--- config.mk ---
export PLATFORM = sky130hd
export DESIGN_NAME = mem_port_arbiter
export DESIGN_NICKNAME = d
export VERILOG_FILES = /design/src/rtl/mem_port_arbiter_pkg.sv /design/src/rtl/mem_port_arbiter_arb_prio_streak.sv /design/src/rtl/mem_port_arbiter.sv
export SDC_FILE = /design/constraint.sdc
export NUM_CORES = 1
export LEC_CHECK = 0
export BUFFER_PORTS_ARGS = -buffer_cell sky130_fd_sc_hd__buf_2
export CAP_MARGIN = 10
export CORE_AREA = 2 2 206 208
export DETAILED_ROUTE_END_ITERATION = 12
export DIE_AREA = 0 0 208 210
export HOLD_SLACK_MARGIN = 0.1
export SYNTH_ARGS = -nofsm -noshare
export SYNTH_HDL_FRONTEND = slang
export SYNTH_HIERARCHICAL = 1
export SYNTH_SLANG_ARGS = --single-unit
--- constraint.sdc ---
create_clock -name clk -period 4.2 [get_ports clk]
set_input_delay 0.21 -clock clk [delete_from_list [all_inputs] [get_ports clk]]
set_output_delay 0.21 -clock clk [all_outputs]
set_load 0.1 [all_outputs]
--- src/rtl/mem_port_arbiter_pkg.sv ---
// Shared encodings for the unified memory-port arbiter: FSM states, owners and
// pipeline-aligned status codes.
package mem_port_arbiter_pkg;

    typedef enum logic [1:0] {
        ARB_IDLE   = 2'd0,
        ARB_BUSY_F = 2'd1,
        ARB_BUSY_M = 2'd2
    } arb_state_e;

    typedef enum logic {
        OWN_F = 1'b0,
        OWN_M = 1'b1
    } owner_e;

    typedef logic [1:0] stat_t;

    localparam stat_t SAOK = 2'b00;
    localparam stat_t SADR = 2'b10;

    function automatic stat_t range_stat(input logic addr_bad);
        return addr_bad ? SADR : SAOK;
    endfunction

endpackage

--- src/rtl/mem_port_arbiter_arb_prio_streak.sv ---
// Fetch/memory grant policy: M has priority, but fetch is guaranteed a grant
// after at most MAX_M_STREAK consecutive M grants.
module arb_prio_streak #(
    parameter int unsigned MAX_M_STREAK = 4
) (
    input  logic clk_i,
    input  logic rst_ni,
    input  logic en_i,
    input  logic f_req_i,
    input  logic m_req_i,
    output logic gnt_f_o,
    output logic gnt_m_o
);

    localparam int unsigned SW = $clog2(MAX_M_STREAK + 1);
    localparam logic [SW-1:0] StreakMax = SW'(MAX_M_STREAK);

    logic [SW-1:0] streak_q, streak_d;

    always_comb begin
        gnt_m_o  = en_i & m_req_i & (~f_req_i | (streak_q < StreakMax));
        gnt_f_o  = en_i & f_req_i & ~gnt_m_o;
        streak_d = streak_q;
        if (gnt_f_o) begin
            streak_d = '0;
        end else if (gnt_m_o) begin
            // Only count M grants that actually made fetch wait.
            if (!f_req_i) begin
                streak_d = '0;
            end else if (streak_q < StreakMax) begin
                streak_d = streak_q + SW'(1);
            end
        end
    end

    always_ff @(posedge clk_i) begin
        if (!rst_ni) begin
            streak_q <= '0;
        end else begin
            streak_q <= streak_d;
        end
    end

endmodule

--- src/rtl/mem_port_arbiter.sv ---
// Shares one variable-latency memory port between Fetch and Memory stages,
// one outstanding transaction at a time, with range checking and stall outputs.
module mem_port_arbiter
    import mem_port_arbiter_pkg::*;
#(
    parameter int unsigned ADDR_W       = 64,
    parameter int unsigned DATA_W       = 64,
    parameter int unsigned MEM_SIZE     = 4096,
    parameter int unsigned MAX_M_STREAK = 4
) (
    input  logic              clk,
    input  logic              rst_n,
    input  logic              f_req,
    input  logic [ADDR_W-1:0] f_addr,
    output logic [DATA_W-1:0] f_rdata,
    output logic              f_err,
    output logic              f_done,
    output logic              f_mem_stall,
    input  logic              m_req,
    input  logic              m_we,
    input  logic [ADDR_W-1:0] m_addr,
    input  logic [DATA_W-1:0] m_wdata,
    output logic [DATA_W-1:0] m_rdata,
    output logic              m_err,
    output logic              m_done,
    output logic              m_mem_stall,
    output logic              mem_req,
    output logic              mem_we,
    output logic [ADDR_W-1:0] mem_addr,
    output logic [DATA_W-1:0] mem_wdata,
    input  logic              mem_ack,
    input  logic [DATA_W-1:0] mem_rdata
);

    localparam logic [ADDR_W-1:0] MemLimit = ADDR_W'(MEM_SIZE);

    arb_state_e        state_q, state_d;
    logic              mem_req_q, mem_req_d, mem_we_q, mem_we_d;
    logic [ADDR_W-1:0] mem_addr_q, mem_addr_d;
    logic [DATA_W-1:0] mem_wdata_q, mem_wdata_d;
    logic [DATA_W-1:0] f_rdata_q, f_rdata_d, m_rdata_q, m_rdata_d;
    logic              f_done_q, f_done_d, f_err_q, f_err_d;
    logic              m_done_q, m_done_d, m_err_q, m_err_d;

    logic              arb_en, gnt_f, gnt_m, addr_bad, stat_err;
    owner_e            win_own;
    logic [ADDR_W-1:0] sel_addr;

    // A requester still sees its done pulse this cycle; its req is not new yet.
    assign arb_en   = (state_q == ARB_IDLE) & ~f_done_q & ~m_done_q;
    assign win_own  = gnt_m ? OWN_M : OWN_F;
    assign sel_addr = (win_own == OWN_M) ? m_addr : f_addr;
    assign addr_bad = (sel_addr >= MemLimit);
    assign stat_err = (range_stat(addr_bad) == SADR);

    arb_prio_streak #(
        .MAX_M_STREAK (MAX_M_STREAK)
    ) u_prio (
        .clk_i   (clk),
        .rst_ni  (rst_n),
        .en_i    (arb_en),
        .f_req_i (f_req),
        .m_req_i (m_req),
        .gnt_f_o (gnt_f),
        .gnt_m_o (gnt_m)
    );

    always_comb begin
        state_d     = state_q;
        mem_req_d   = mem_req_q;
        mem_we_d    = mem_we_q;
        mem_addr_d  = mem_addr_q;
        mem_wdata_d = mem_wdata_q;
        f_rdata_d   = f_rdata_q;
        m_rdata_d   = m_rdata_q;
        f_done_d    = 1'b0;
        f_err_d     = 1'b0;
        m_done_d    = 1'b0;
        m_err_d     = 1'b0;
        unique case (state_q)
            ARB_IDLE: begin
                if (gnt_f || gnt_m) begin
                    if (stat_err) begin
                        if (win_own == OWN_M) begin
                            m_done_d  = 1'b1;
                            m_err_d   = 1'b1;
                            m_rdata_d = '0;
                        end else begin
                            f_done_d  = 1'b1;
                            f_err_d   = 1'b1;
                            f_rdata_d = '0;
                        end
                    end else begin
                        mem_req_d   = 1'b1;
                        mem_we_d    = (win_own == OWN_M) & m_we;
                        mem_addr_d  = sel_addr;
                        mem_wdata_d = (win_own == OWN_M) ? m_wdata : '0;
                        state_d     = (win_own == OWN_M) ? ARB_BUSY_M : ARB_BUSY_F;
                    end
                end
            end
            ARB_BUSY_F: begin
                if (mem_ack) begin
                    mem_req_d = 1'b0;
                    mem_we_d  = 1'b0;
                    f_done_d  = 1'b1;
                    f_rdata_d = mem_rdata;
                    state_d   = ARB_IDLE;
                end
            end
            ARB_BUSY_M: begin
                if (mem_ack) begin
                    mem_req_d = 1'b0;
                    mem_we_d  = 1'b0;
                    m_done_d  = 1'b1;
                    if (!mem_we_q) begin
                        m_rdata_d = mem_rdata;
                    end
                    state_d = ARB_IDLE;
                end
            end
            default: state_d = ARB_IDLE;
        endcase
    end

    always_ff @(posedge clk) begin
        if (!rst_n) begin
            state_q     <= ARB_IDLE;
            mem_req_q   <= 1'b0;
            mem_we_q    <= 1'b0;
            mem_addr_q  <= '0;
            mem_wdata_q <= '0;
            f_rdata_q   <= '0;
            m_rdata_q   <= '0;
            f_done_q    <= 1'b0;
            f_err_q     <= 1'b0;
            m_done_q    <= 1'b0;
            m_err_q     <= 1'b0;
        end else begin
            state_q     <= state_d;
            mem_req_q   <= mem_req_d;
            mem_we_q    <= mem_we_d;
            mem_addr_q  <= mem_addr_d;
            mem_wdata_q <= mem_wdata_d;
            f_rdata_q   <= f_rdata_d;
            m_rdata_q   <= m_rdata_d;
            f_done_q    <= f_done_d;
            f_err_q     <= f_err_d;
            m_done_q    <= m_done_d;
            m_err_q     <= m_err_d;
        end
    end

    assign f_rdata     = f_rdata_q;
    assign f_err       = f_err_q;
    assign f_done      = f_done_q;
    assign m_rdata     = m_rdata_q;
    assign m_err       = m_err_q;
    assign m_done      = m_done_q;
    assign mem_req     = mem_req_q;
    assign mem_we      = mem_we_q;
    assign mem_addr    = mem_addr_q;
    assign mem_wdata   = mem_wdata_q;
    assign f_mem_stall = f_req & ~f_done_q;
    assign m_mem_stall = m_req & ~m_done_q;

    // Requesters must hold their request steady until they see done.
    a_f_hold: assert property (@(posedge clk) disable iff (!rst_n)
        ($past(rst_n) && $past(f_req) && !$past(f_done) && f_req && !f_done)
            |-> $stable(f_addr));
    a_m_hold: assert property (@(posedge clk) disable iff (!rst_n)
        ($past(rst_n) && $past(m_req) && !$past(m_done) && m_req && !m_done)
            |-> ($stable(m_addr) && $stable(m_we)));

endmodule

==> summary.md <==
| Metric | Value |
|---|---|
| Number of core rows | 75 |
| Final Hold Vio Count | 0 |
| Routability congestion estimate | 0.844 |
| Status | complete, no violations |
| Root Buffer | clkbuf_16 |
| Worst Clk Skew | 0.0143 ns |
| CP most frequent cell | buf_4 |
| Yosys cell types | 40 |
| Crit path required time | 4.65 ns |
| Congestion Overflow GR | 0 |
| R2R depth | 15 |
| Max Cap Violations | 0 |
| Worst R2R Setup Slack | 0.28 ns |
| Average wire per standard cell | 18.4 um |
| Reg2reg start | state_q[0]$_SDFFE_PN0P_ |
| DRC viols | 0 |
| LEAKAGE | 7.05 nW |
| Initial Util | 23.3% |
| Crit path max-delay family | compound AO/OA/AOI/OAI gates |
| Rel. slew slack | between 40% and 50% |
| CP cell instances | inv_1, ha_1, inv_2, nor3_1, nand2_1, a21oi_2, buf_4, nor4b_1, nand4_1, nor4_2, o21ai_2, o31ai_1, o31ai_4, buf_4, a22o_1 |
| Worst R2R End | m_rdata[59]$_SDFFE_PN0P_ |
| Largest net degree at the start of global routing | 117 |
| Measured slew at the worst slew-check pin | around 0.81 ns |
| Synth Register Bits | around 270 |
| Max H-tree Level | 1 |
| DR pass1 iterations | 5 |
| PwrDens | 369 mW/mm^2 |
| CP bufs+invs | 4 |
| Sequential standard cell area | 0.00535 mm^2 |
| Slew Limit Fails | 0 |
| Core Box Area | 0.0415 mm^2 |
| Area of the multi-input gates | 0.00399 mm^2 |
| Minimum clock period | 3.92 ns |
| Clk sink count | 267 |
| CTS Buf Count | 30 |
| Initial antenna violation count | 3 |
| Setup crit end kind | flop |
| Synthesized area | 0.00967 mm^2 |
| Critical Path AT | 4.37 ns |
| Via-to-Cell Ratio | 4.74 |
| Clock latency on the worst-skew pair | 0.56 ns |
| Area leader, netlist | dfxtp_1 |
| Vias in the first global route | about 10,000 |
| Total GRT Usage | roughly 17% |
| Slowest stage delay, CP | 0.45 ns |
| Setup WS pre-CTS | 0.103 ns |
| Bufs on Longest Clock Path | 3 |
| Final setup fails | 0 |
| # IOs | 526 |
| Synth-to-Final Area Change | 59.8% |
| Number of buffers added on ports | 525 |
| # nets final | roughly 1,900 |
| Critical path type | reg2reg |
| DP Area | approximately 0.013 mm^2 |
| Clk slew on worst S/H paths | about 0.060 ns |
| Syn_nets | 1,201 |
| RSZ-0062 raised after global routing | no |
| Synth top area cells | dfxtp_1 55%, a22o_1 12%, a221o_1 6.6% |
| Worst setup margin | 0.278 ns |
| Syn Inst Count | 935 |
| Initial drt markers | 490 |
| Syn avg cell area | 10.3 um^2 |
| TNS Setup | 0 ns |
| Max VDD drop | 0.302 mV |
| Layout cells sized above 1 | ~38% |
| Crit start category | flop |
| Critical path depth in cells | 15 |
| Max FO, Critical Path | 64 |
| DP Wirelength | 28.3 mm |
| Die H | 210 um |
| Detailed Route WL | 39.5 mm |
| Die area | 0.0437 mm^2 |
| Final ANT Viol Nets | 0 |
| CTS tree | done |
| Fmax | 0.255 GHz |
| Slowest-stage cell, CP | o31ai_1 |
| Synth warn | 6 |
| Yosys top cell area share | 55.3% |
| Worst setup path end | m_rdata[59]$_SDFFE_PN0P_ |
| Die W | approximately 210 um |
| Type of the worst min-delay path | in2reg |
| Fillers | 4,158 |
| First-pass GRT wire length | around 59 mm |
| Vias | 10,200 |
| Critical Path Source | state_q[0]$_SDFFE_PN0P_ |
| Fin crit share | between 90 and 100% |
| Register area share after synthesis | roughly 55% |
| Fin area | 0.0154 mm^2 |
timing repair:
item / CTS / global route
endpoints found under the hold margin: 210 / 0
buffers inserted: 0 / 0
endpoints found under the setup margin: 0 / 129
gates resized for setup: 0 / 2
hold buffers: 156 / 0
cell families after synthesis:
family | after synthesis | synth area share, %
adder cells (fa/ha/maj) | 4 | 0.518
AND/OR/NAND/NOR | 269 | 14.2
flip-flops | 267 | 55.3
multiplexers | 13 | 1.35
buffers and inverters | 86 | 4.05
AO/OA/AOI/OAI | 296 | 24.6
worst reg2reg max path, stage by stage, from the launching register on:
cell and delay [ns]:
dfxtp_1 0.32, inv_1 0.10, ha_1 0.20, inv_2 0.05
nor3_1 0.23, nand2_1 0.12, a21oi_2 0.14, buf_4 0.31
nor4b_1 0.28, nand4_1 0.15, nor4_2 0.35, o21ai_2 0.21
o31ai_1 0.46, o31ai_4 0.12, buf_4 0.32, a22o_1 0.45
state kept, by name, summed over array words and instances (netlist names):
| register | cells |
|---|---|
| m_err | 1 |
| state_q | 2 |
| mem_req | 1 |
| f_done | 1 |
| u_prio/streak_q | 3 |
| mem_wdata | 64 |
| mem_we | 1 |
| m_rdata | 64 |
| mem_addr | 64 |
| m_done | 1 |
| f_rdata | 64 |
| f_err | 1 |
per-layer routing:
layer  up-vias  share of wire, %  GRT usage (%)
li1       4833                 -              -
met1      4831                39           19.7
met2       454                51           31.2
met3        77               6.1           3.01
met4         2               3.3           6.11
met5         -             0.028              0
power by group:
part	internal (mW)	switching, mW	total [mW]	leakage, nW
clock network	1.62	1.08	2.70	0.508
logic	0.228	0.236	0.464	4.39
registers	2.54	0.00206	2.54	2.15
through the flow:
| step | power, mW | hold WS [ns] | std cells | util [%] |
|---|---|---|---|---|
| 2_1_floorplan | 2.73 | 0.336 | 935 | - |
| 3_3_place_gp | 2.93 | 0.422 | 1939 | 31.0 |
| 3_5_place_dp | 2.94 | 0.422 | 1939 | 31.0 |
| 4_1_cts | 5.76 | 0.104 | 2150 | 37.2 |
| 5_1_grt | 5.90 | 0.140 | 2152 | 37.2 |
| 6_report | 5.70 | 0.124 | 2152 | 37.2 |
synth_stat cells, drive strengths merged:
library cell	count
nor4b	1
o22ai	5
buf	30
o21ai	8
a211oi	12
o41ai	1
clkinv	2
o21a	1
inv	5
or3	4
nor2b	2
clkbuf	49
dfxtp	267
a21oi	68
a22oi	1
nor2	22
a31oi	1
nand3	68
mux2i	13
nor3	5
or2	1
nand2	79
o311a	1
or4	3
nand2b	1
nand4	7
o31ai	3
a22o	129
a31o	1
nor4	23
o211a	1
a221o	64
and2	52
nand4b	1
ha	4
how the worst min path moves through the flow:
stage | startpoint | endpoint | slack, ns | cells after the start
6_report | f_addr[0] | mem_addr[0]$_SDFFE_PN0P_ | 0.12 | 3
4_1_cts | f_req | u_prio/streak_q[0]$_SDFFE_PP0P_ | 0.10 | 3
5_1_grt | m_addr[2] | mem_addr[2]$_SDFFE_PN0P_ | 0.14 | 3
3_5_place_dp | m_wdata[9] | mem_wdata[9]$_SDFFE_PN0P_ | 0.42 | 2
3_3_place_gp | m_wdata[29] | mem_wdata[29]$_SDFFE_PN0P_ | 0.42 | 2
2_1_floorplan | m_wdata[0] | mem_wdata[0]$_SDFFE_PN0P_ | 0.34 | 1
final cells by class:
cell class	instances	area share, %
well taps	539	4.37
clock inverters	13	0.980
clock buffers	42	5.61
repair buffers	700	28.4
inverters	7	0.170
flip-flops and latches	267	34.6
multi-input cells	582	25.8
diodes	2	0.0324
cells in the final DEF, fill, tap and decap left out, drive strengths merged, types with 2 or more instances in the layout:
cell type / n
and2: 52
nor2: 22
buf: 544
inv: 8
or4: 3
nand4: 7
a21oi: 68
o31ai: 3
o21ai: 8
nand2: 79
dfxtp: 267
or3: 4
nand3: 68
nor2b: 2
a22o: 129
nor3: 5
nor4: 23
clkbuf: 42
o22ai: 5
bufinv: 3
diode: 2
a221o: 64
dlygate4sd3: 156
mux2i: 13
a211oi: 12
clkinv: 9
ha: 4
Power figures use the tool's default switching activity.
